--- src/rtl/mux_serializer_ctrl_if.sv ---
// mux_serializer_ctrl_if
// Groups the parallel input handshake, the mux_8x1 drive/return lines and the
// serial output handshake of mux_serializer_ctrl into a single bundle.
// master: the serializer controller itself.
// slave : the surroundings (word source, mux_8x1, serial sink).
interface mux_serializer_ctrl_if;
  logic [7:0] in_data;
  logic       in_valid;
  logic       in_ready;
  logic [7:0] mux_in;
  logic [2:0] mux_sel;
  logic       mux_y;
  logic       ser_data;
  logic       ser_valid;
  logic       ser_ready;
  logic       ser_last;
  logic       busy;

  modport master (
    input  in_data, in_valid, mux_y, ser_ready,
    output in_ready, mux_in, mux_sel, ser_data, ser_valid, ser_last, busy
  );

  modport slave (
    output in_data, in_valid, mux_y, ser_ready,
    input  in_ready, mux_in, mux_sel, ser_data, ser_valid, ser_last, busy
  );
endinterface

--- src/rtl/mux_serializer_ctrl.sv ---
// mux_serializer_ctrl
// Parallel-to-serial controller placed in front of a mux_8x1. A word is
// captured into a holding register that drives the mux data inputs, then the
// select is stepped one position per accepted serial beat while the mux output
// is fed straight back out as the serial bit.
// Optional feature macro: PARITY_EN adds a ninth beat carrying the even
// parity of the held word, and moves ser_last onto that beat.
module mux_serializer_ctrl #(
  parameter bit MSB_FIRST  = 1'b0,
  parameter int GAP_CYCLES = 0
) (
  input logic                   clk,
  input logic                   rst,
  mux_serializer_ctrl_if.master bus
);

`ifdef PARITY_EN
  typedef enum logic [1:0] {IDLE, SHIFT, PAR, GAP} state_t;
`else
  typedef enum logic [1:0] {IDLE, SHIFT, GAP} state_t;
`endif

  localparam logic [2:0] FIRST_SEL = MSB_FIRST ? 3'd7 : 3'd0;
  localparam logic [2:0] FINAL_SEL = MSB_FIRST ? 3'd0 : 3'd7;
  // Last value of the gap counter before returning to IDLE; unused when the gap is disabled.
  localparam logic [3:0] GAP_LAST  = 4'(GAP_CYCLES - 1);
  localparam state_t AFTER_DATA = (GAP_CYCLES > 0) ? GAP : IDLE;
`ifdef PARITY_EN
  localparam state_t AFTER_SHIFT = PAR;
`else
  localparam state_t AFTER_SHIFT = AFTER_DATA;
`endif

  state_t     r_state;
  logic [7:0] r_muxIn;
  logic [2:0] r_muxSel;
  logic [3:0] r_gapCnt;

  state_t     w_nextState;
  logic [7:0] w_nextMuxIn;
  logic [2:0] w_nextMuxSel;
  logic [3:0] w_nextGapCnt;
  logic       w_inReady;
  logic       w_serValid;
  logic       w_serData;
  logic       w_serLast;

  // State, holding word, select index and gap counter registers.
  always_ff @(posedge clk) begin
    if (rst) begin
      r_state  <= IDLE;
      r_muxIn  <= 8'h00;
      r_muxSel <= 3'd0;
      r_gapCnt <= 4'd0;
    end else begin
      r_state  <= w_nextState;
      r_muxIn  <= w_nextMuxIn;
      r_muxSel <= w_nextMuxSel;
      r_gapCnt <= w_nextGapCnt;
    end
  end

  // Next-state and handshake outputs; the select only moves on a completed serial beat.
  always_comb begin
    w_nextState  = r_state;
    w_nextMuxIn  = r_muxIn;
    w_nextMuxSel = r_muxSel;
    w_nextGapCnt = r_gapCnt;
    w_inReady    = 1'b0;
    w_serValid   = 1'b0;
    w_serData    = 1'b0;
    w_serLast    = 1'b0;
    unique case (r_state)
      IDLE: begin
        w_inReady = 1'b1;
        if (bus.in_valid) begin
          w_nextMuxIn  = bus.in_data;
          w_nextMuxSel = FIRST_SEL;
          w_nextState  = SHIFT;
        end
      end
      SHIFT: begin
        w_serValid = 1'b1;
        w_serData  = bus.mux_y;
`ifndef PARITY_EN
        w_serLast  = (r_muxSel == FINAL_SEL);
`endif
        if (bus.ser_ready) begin
          if (r_muxSel == FINAL_SEL) begin
            w_nextState  = AFTER_SHIFT;
            w_nextGapCnt = 4'd0;
          end else if (MSB_FIRST) begin
            w_nextMuxSel = r_muxSel - 3'd1;
          end else begin
            w_nextMuxSel = r_muxSel + 3'd1;
          end
        end
      end
`ifdef PARITY_EN
      PAR: begin
        w_serValid = 1'b1;
        w_serLast  = 1'b1;
        w_serData  = ^r_muxIn;
        if (bus.ser_ready) begin
          w_nextState  = AFTER_DATA;
          w_nextGapCnt = 4'd0;
        end
      end
`endif
      GAP: begin
        if (r_gapCnt == GAP_LAST) begin
          w_nextState = IDLE;
        end else begin
          w_nextGapCnt = r_gapCnt + 4'd1;
        end
      end
      default: begin
        w_nextState = IDLE;
      end
    endcase
  end

  assign bus.in_ready  = w_inReady;
  assign bus.mux_in    = r_muxIn;
  assign bus.mux_sel   = r_muxSel;
  assign bus.ser_data  = w_serData;
  assign bus.ser_valid = w_serValid;
  assign bus.ser_last  = w_serLast;
  assign bus.busy      = (r_state != IDLE);

endmodule

--- src/flat_wrapper.sv ---
// flat-port wrapper written by rule: the top's interface ports become plain ports
module mux_serializer_ctrl_flat 
#(
  parameter bit MSB_FIRST  = 1'b0,
  parameter int GAP_CYCLES = 0
)
  (clk, rst, bus_in_data, bus_in_valid, bus_mux_y, bus_ser_ready, bus_in_ready, bus_mux_in, bus_mux_sel, bus_ser_data, bus_ser_valid, bus_ser_last, bus_busy);
  mux_serializer_ctrl_if bus_i ();
  input logic clk;
  input logic rst;
  input wire logic [$bits(bus_i.in_data)-1:0] bus_in_data;
  input wire logic [$bits(bus_i.in_valid)-1:0] bus_in_valid;
  input wire logic [$bits(bus_i.mux_y)-1:0] bus_mux_y;
  input wire logic [$bits(bus_i.ser_ready)-1:0] bus_ser_ready;
  output wire logic [$bits(bus_i.in_ready)-1:0] bus_in_ready;
  output wire logic [$bits(bus_i.mux_in)-1:0] bus_mux_in;
  output wire logic [$bits(bus_i.mux_sel)-1:0] bus_mux_sel;
  output wire logic [$bits(bus_i.ser_data)-1:0] bus_ser_data;
  output wire logic [$bits(bus_i.ser_valid)-1:0] bus_ser_valid;
  output wire logic [$bits(bus_i.ser_last)-1:0] bus_ser_last;
  output wire logic [$bits(bus_i.busy)-1:0] bus_busy;
  assign bus_i.in_data = bus_in_data;
  assign bus_i.in_valid = bus_in_valid;
  assign bus_i.mux_y = bus_mux_y;
  assign bus_i.ser_ready = bus_ser_ready;
  assign bus_in_ready = bus_i.in_ready;
  assign bus_mux_in = bus_i.mux_in;
  assign bus_mux_sel = bus_i.mux_sel;
  assign bus_ser_data = bus_i.ser_data;
  assign bus_ser_valid = bus_i.ser_valid;
  assign bus_ser_last = bus_i.ser_last;
  assign bus_busy = bus_i.busy;
  mux_serializer_ctrl #(.MSB_FIRST(MSB_FIRST), .GAP_CYCLES(GAP_CYCLES)) u_core (.clk(clk), .rst(rst), .bus(bus_i));
endmodule
--- config.mk ---
export PLATFORM = sky130hd
export DESIGN_NAME = mux_serializer_ctrl_flat
export DESIGN_NICKNAME = d
export VERILOG_FILES = /design/src/rtl/mux_serializer_ctrl_if.sv /design/src/rtl/mux_serializer_ctrl.sv /design/src/flat_wrapper.sv
export SDC_FILE = /design/constraint.sdc
export NUM_CORES = 1
export LEC_CHECK = 0
export CAP_MARGIN = 15
export CORE_MARGIN = 5
export CORE_UTILIZATION = 36
export CTS_CLUSTER_DIAMETER = 100
export DETAILED_ROUTE_END_ITERATION = 8
export PLACE_DENSITY = 0.73
export SLEW_MARGIN = 20
export SYNTH_ARGS = -nofsm -noshare
export SYNTH_HDL_FRONTEND = slang
export SYNTH_SLANG_ARGS = --single-unit
--- constraint.sdc ---
create_clock -name clk -period 2 [get_ports clk]
set_input_delay 0.3 -clock clk [delete_from_list [all_inputs] [get_ports clk]]
set_output_delay 0.3 -clock clk [all_outputs]
set_load 0.005 [all_outputs]
==> summary.txt <==
Clocking
  • Number of CTS-inserted buffers: 3
  • CTS tree: yes
  • Clock latency reported for the late side of the worst-skew pair: 270 ps
  • Clock Path Buffers: 2
  • Clock sinks: 12
  • Clock slew at reported path FFs: 70 ps
  • H-tree Lvls: 1
  • Clock Tree Root: clkbuf_4

Timing
  • RSZ-0062 raised after global routing: false
  • Max-slew headroom: 0.708
  • Worst Max-Slew Pin Slew: 436 ps
  • Fmax: 0.599 GHz
  • Fin crit period: 1670 ps
  • Crit share post-route: 0.835
  • Max-slew violation count: 0
  • Worst hold margin: 496 ps
  • Final Hold Vio Count: 0
  • Worst Skew: 2.64 ps
  • Final TNS setup: 0 ps
  • Setup violations, final: 0

Worst setup path
  • Worst setup EP type: primary output
  • Crit path cell chain: clkdlybuf4s50_1, and2_2, clkdlybuf4s50_1
  • Crit Path Class: input port to primary output
  • Slowest CP cell: clkdlybuf4s50_1
  • CP max stage delay: 500 ps
  • CP most frequent cell: clkdlybuf4s50_1
  • CP required: 1700 ps
  • Worst setup SP type: input port
  • CP Data Arrival Time: 1370 ps
  • CP Max Fanout: 1
  • R2R cell count: 5

Worst hold path
  • Worst hold path class: flip-flop to flip-flop
  • Hold Crit Depth: 2

Power
  • Max rail drop VDD: 0.356 mV
  • Clock share of power: 0.348
  • Psw: 122 uW
  • Seq pwr share: 0.472
  • Comb pwr share: 0.181
  • Sw Ratio: 0.222
  • Total power: 548 uW
  • Int Power: 426 uW
  • Leak Pwr: 0.000357 uW
  • Power Dens Cells: 652 nW/um^2

Synth
  • Synth warn: 0
  • Yosys reg bits: 12
  • Mapped Cells: 55
  • Post-Syn Area: 527 um^2
  • Yosys cell types: 18
  • Seq/Total Area, Yosys: 0.456
  • Syn_nets: 70
  • Avg Cell Area, Syn: 9.58 um^2

Route
  • DR vias: 480
  • DRT Pass-1 Iters: 4
  • Antenna-violating nets left: 0
  • Final wirelength: 1200 um
  • Initial DRC Count: 6
  • Wirelength per Cell: 12.1 um
  • Vias per cell: 4.85
  • # DRC: 0

Cells and area
  • Antenna cells: 0
  • Layout Nets: 100
  • Fillcell total: 124
  • Layout cells sized above 1: 0.131
  • P&R area growth vs syn: 59.6%
  • Commonest non-fill, non-tap cells in the layout: clkdlybuf4s50_1 (27), dfxtp_1 (10), nor2_1 (9)
  • Commonest non-fill, non-tap cell in the layout: clkdlybuf4s50_1

GRT
  • Grt total ovfl: 0
  • Vias in the first global route: 416
  • Initial antenna violation count: 0
  • Pin count of the biggest net entering global routing: 13
  • GR Util All Layers: 0.119
  • First-pass GRT wire length: 1800 um

Placement
  • Final GP Congestion: 0.754
  • PortBufs: 28
  • Post-detail-place hpwl: 925 um

Floorplan
  • Die W: 48.3 um
  • Initial Util: 0.390
  • # IOs: 29
  • Die area: 2330 um^2
  • Core Rows: 13
  • Die extent in y: 48.3 um
  • Total core area: 1350 um^2

Outcome
  • Outcome: completed

Flow run
  • Max-cap violations: 0
==> area by class of cell <==
| class | instances | area (um^2) | area share |
|---|---|---|---|
| well taps | 15 | 18.8 | 0.0223 |
| clock buffers | 4 | 36.3 | 0.0432 |
| inverters | 2 | 7.51 | 0.00893 |
| multi-input cells | 37 | 245 | 0.292 |
| flip-flops and latches | 12 | 243 | 0.289 |
| repair buffers | 29 | 290 | 0.345 |
==> stage by stage <==
step / setup WS (ps) / std cells / instance area, um^2 / util
final: 329 / 99 / 841 / 0.623
after global routing: 279 / 99 / 841 / 0.623
after CTS: 12.4 / 99 / 836 / 0.619
after detailed placement: 318 / 95 / 800 / 0.592
after global placement: 338 / 95 / 800 / 0.592
after floorplan: 600 / 55 / 527 / -
==> worst paths after layout <==
| path | slack [ps] | start | endpoint |
|---|---|---|---|
| setup / recovery | 330 | bus_mux_y | bus_ser_data |
| hold reg to reg | 500 | u_core.bus.mux_in[7]$_SDFFE_PP0P_ | u_core.bus.mux_in[7]$_SDFFE_PP0P_ |
| hold / removal | 500 | u_core.bus.mux_in[7]$_SDFFE_PP0P_ | u_core.bus.mux_in[7]$_SDFFE_PP0P_ |
| setup reg to reg | 510 | u_core.bus.mux_sel[0]$_SDFFE_PP0P_ | u_core.bus.mux_sel[0]$_SDFFE_PP0P_ |
==> metal layers <==
metal,GRT usage,vias up,part of all wire
li1,-,243,-
met1,0.127,219,0.41
met2,0.182,16,0.47
met3,0.0480,2,0.11
met4,0.0968,0,0.010
met5,0,-,0
==> flip-flops by register name, summed over array words and instances (netlist names) <==
signal              count
u_core.bus.mux_sel      3
u_core.bus.mux_in       8
u_core.r_state          1
==> what timing repair did <==
action / 4_1_cts / 5_1_grt
endpoints found under the setup margin: 0 / 1
hold buffers: 0 / 0
resized for setup: 0 / 3
setup buffers: 0 / 0
hold endpoints to repair: 0 / 0
==> cells by family (layout without fill, tap and decap cells) <==
group,count (synthesis),count (layout),share of synthesized area
DFF,12,12,0.456
buffers and inverters,6,35,0.0784
muxes,8,8,0.152
adders and majority gates,2,2,0.0475
and+or+nand+nor,23,23,0.216
AOI/OAI and AO/OA,4,4,0.0499
==> critical path, delay by kind of cell <==
family / cells / cell delay (ps)
buffers and inverters: 2 / 950
AND/OR/NAND/NOR: 1 / 130
==> cells in the mapped netlist <==
cell type	number	share of area
dfxtp_1	12	0.46
nor2_1	9	0.064
mux2i_1	8	0.15
nand3_1	6	0.057
a31oi_1	3	0.036
and2_2	2	0.028
buf_6	2	0.043
ha_1	2	0.047
nand2_1	2	0.014
a211oi_1	1	0.014
and2b_2	1	0.017
buf_4	1	0.014
clkbuf_1	1	0.0071
inv_1	1	0.0071
inv_2	1	0.0071
nand2b_1	1	0.012
nor2b_1	1	0.012
or3_1	1	0.012
==> power by group through the flow <==
| stage | Combinational [uW] | Sequential [uW] | Clock [uW] |
|---|---|---|---|
| 3_3_place_gp | 99.0 | 264 | 0 |
| 6_report | 99.0 | 259 | 191 |
| 4_1_cts | 101 | 259 | 201 |
| 2_1_floorplan | 42.3 | 265 | 0 |
| 3_5_place_dp | 100 | 264 | 0 |
| 5_1_grt | 106 | 261 | 209 |
Note: power is estimated with default switching activity, not from simulation.
